===== src/rtl/ethernet_pkg.sv =====
// Shared Ethernet constants and frame status type used by the RX FCS checker
// and the TX FCS generator.
package ethernet_pkg;

    localparam logic [31:0] eth_crc32_poly_gp    = 32'hEDB8_8320;
    localparam logic [31:0] eth_crc32_init_gp    = 32'hFFFF_FFFF;
    localparam logic [31:0] eth_crc32_residue_gp = 32'hDEBB_20E3;
    localparam int          eth_fcs_bytes_gp     = 4;

    typedef enum logic [1:0] {
        e_fcs_none    = 2'd0,
        e_fcs_ok      = 2'd1,
        e_fcs_crc_err = 2'd2,
        e_fcs_len_err = 2'd3
    } fcs_status_e;

endpackage


===== src/rtl/ethernet_crc32_byte.sv =====
// One-byte step of the reflected Ethernet CRC-32 (LSB of data_i first).
module ethernet_crc32_byte
    import ethernet_pkg::*;
(
    input  logic [31:0] crc_i,
    input  logic [7:0]  data_i,
    output logic [31:0] crc_o
);

    logic [31:0] crc_s;

    // Eight serial LFSR shifts, unrolled into one combinational step.
    always_comb begin
        crc_s = crc_i;
        for (int i = 0; i < 8; i++) begin
            crc_s = {1'b0, crc_s[31:1]} ^ (eth_crc32_poly_gp & {32{crc_s[0] ^ data_i[i]}});
        end
        crc_o = crc_s;
    end

endmodule


===== config.mk =====
export PLATFORM = sky130hd
export DESIGN_NAME = ethernet_crc32_byte
export DESIGN_NICKNAME = d
export VERILOG_FILES = /design/src/rtl/ethernet_pkg.sv /design/src/rtl/ethernet_crc32_byte.sv
export SDC_FILE = /design/constraint.sdc
export NUM_CORES = 1
export LEC_CHECK = 0
export BUFFER_PORTS_ARGS = -buffer_cell sky130_fd_sc_hd__buf_4
export CAP_MARGIN = 10
export CELL_PAD_IN_SITES_DETAIL_PLACEMENT = 0
export CELL_PAD_IN_SITES_GLOBAL_PLACEMENT = 1
export CORE_ASPECT_RATIO = 1.75
export CORE_MARGIN = 4
export CORE_UTILIZATION = 29
export DETAILED_ROUTE_END_ITERATION = 10
export PLACE_DENSITY = 0.93
export SLEW_MARGIN = 20
export SYNTH_ARGS = -nofsm -noshare
export SYNTH_HDL_FRONTEND = slang
export SYNTH_SLANG_ARGS = --single-unit

===== constraint.sdc =====
create_clock -name vclk -period 1.5
set_input_delay 0.15 -clock vclk [all_inputs]
set_output_delay 0.15 -clock vclk [all_outputs]
set_load 0.05 [all_outputs]

==> summary.txt <==
Timing
  – Minimum clock period: 1.61 ns
  – Fin Setup TNS: -0.999 ns
  – Final Setup Violations: 16
  – Unrepaired setup endpoints after global routing: yes
  – Slew HR: 79.6%
  – Period utilization: 108%
  – Final worst slack: -0.114 ns
  – Fmax: 619 MHz
  – Worst-Margin Slew: 0.306 ns
  – Final count of hold timing violations: 0
  – Slew Limit Fails: 0

Floorplan
  – I/O pin total: about 70
  – Die Wd: 51.7 um
  – Std-Cell Core Area: between 3000 and 4000 um^2
  – Die Area: between 4000 and 5000 um^2
  – Core Rows: 27
  – Height of the die: 84.5 um
  – Initial core utilization: 30.5%

Logic synthesis
  – Post-Syn Nets: around 110
  – Mapped cell area: ~970 um^2
  – Mean Syn Cell Area: 14.7 um^2
  – Synth warnings: 0
  – Synth cell types: 11
  – Post-Synthesis Cells: 66
  – Post-synthesis sequential area ratio: 0%

Setup path
  – Worst Path Arrival: 1.46 ns
  – Crit-path max FO: 5
  – Type of origin of the critical path: input pin
  – Setup crit end kind: output port
  – WS Path Type: input pin to output port
  – Worst setup startpoint: crc_i[4]
  – Worst path required time: 1.35 ns

Clock network
  – Hold Buf Count CTS: 0

Finish
  – Number of diodes: 0
  – Layout Utilization: 76.8%
  – Fin nets: 219
  – Clkbuf count: 0
  – Area Overhead vs Synth: 152%
  – Fin cells: between 200 and 250
  – Num sequential: 0
  – Reg area: 0 um^2
  – Share of cells above drive strength 1: 90.4%

Power
  – Reg power frac: 0%
  – Leak Pwr: 1.22 nW
  – Power density cells: 1570 nW/um^2
  – P_int: 1.75 mW
  – VDD IR max: ~0.0012 V
  – Switching Share: 54.2%
  – Clock power frac: 0%
  – Total Power: 3.83 mW
  – Sw Pwr: between 2 and 2.5 mW
  – Logic gate share of total power: 100.0%

Detailed routing
  – TritonRoute pass-1 iters: 3
  – Via count: approximately 900
  – DRC viols: 0
  – DRT Wirelength: about 3200 um
  – WL per Instance: 14.6 um
  – DRT iter0 DRCs: 2
  – DRT antenna net count: 0
  – Via density: a little over 4

Global route
  – Global-route wire length before repair: 5130 um
  – Grt ovf: 0
  – Initial antenna violation count: 0
  – Pin count of the biggest net entering global routing: 6
  – Global Route Usage Sum: 15.0%
  – Vias in the first global route: 1078

Place
  – Dpl cells: 205
  – Post-DP HPWL: ~2400 um
  – Post-place setup slack: -0.299 ns
  – GP Congestion: 0.682
  – Port Buffers: 72

Worst hold path
  – Beginning of the worst hold path: crc_i[15]
  – Hold Path Class: input pin to output port

Outcome
  – Failing checks: negative setup slack
  – Status: finished, violations left

Run
  – Max-cap violation count: 0
==> layout make-up <==
class                      count  area, um^2
inverter                       1        3.75
timing repair buffer         111        1090
fill                         210         736
multi-input combinational     65        1290
tap                           43        53.8
==> path summary, 6_finish.rpt <==
path	cells past startpoint	to
worst max-delay path	7	crc_o[24]
worst min-delay path	3	crc_o[7]
==> cells by family (layout without fill, tap and decap cells) <==
family,count (synthesis),after routing,synth area share [%]
XOR/XNOR,65,65,99.6
buffers and inverters,1,112,0.387
==> metrics by stage <==
stage / area, um^2 / hold slack, ns
6_report: 2440 / 0.605
5_1_grt: 2440 / 0.619
4_1_cts: 2290 / 0.605
3_5_place_dp: 1960 / 0.624
3_3_place_gp: 1960 / 0.620
2_1_floorplan: 1170 / 0.481
==> layer usage <==
layer / GRT usage (%) / wire length, um
met2: 32.0 / 2120
met4: 1.91 / 0
met3: 3.02 / 216
met1: 13.6 / 872
met5: 0 / 0
==> power groups by stage <==
stage          Clock, mW  Combinational [mW]  Sequential [mW]
2_1_floorplan          0                2.35                0
3_3_place_gp           0                3.23                0
3_5_place_dp           0                3.26                0
4_1_cts                0                3.69                0
5_1_grt                0                3.98                0
6_report               0                3.83                0
==> cell usage after synthesis <==
library cell / instances / area [um^2]
xnor2_4: 6 / 165
xnor3_1: 8 / 180
xnor2_2: 2 / 32.5
xor2_1: 9 / 78.8
xor3_2: 1 / 25.0
xor3_1: 2 / 47.6
xnor2_1: 30 / 263
inv_1: 1 / 3.75
xor2_2: 1 / 16.3
xor3_4: 4 / 110
xnor3_2: 2 / 47.6
==> critical path, stage by stage <==
cell	delay [ns]
buf_8	0.11
xnor2_4	0.17
buf_12	0.14
buf_4	0.16
xnor2_4	0.12
xnor3_2	0.45
buf_8	0.16
==> timing repair <==
item / 4_1_cts / 5_1_grt
pin swaps: 17 / 7
buffers inserted: 11 / 4
setup endpoints to repair: 21 / 27
gates resized for setup: 45 / 24
cloned: 0 / 0
==> layout by cell type (no fill, tap or decap) <==
cell type and n:
inv_1 1, xor2_1 4, xor2_4 2, buf_8 10, buf_12 4, xnor2_1 8, xor3_2 3, buf_4 61
xor2_2 4, xnor3_2 6, buf_6 36, xnor2_4 14, xnor3_1 4, xor3_4 4, xnor2_2 16
Note: power is estimated with default switching activity, not from simulation.
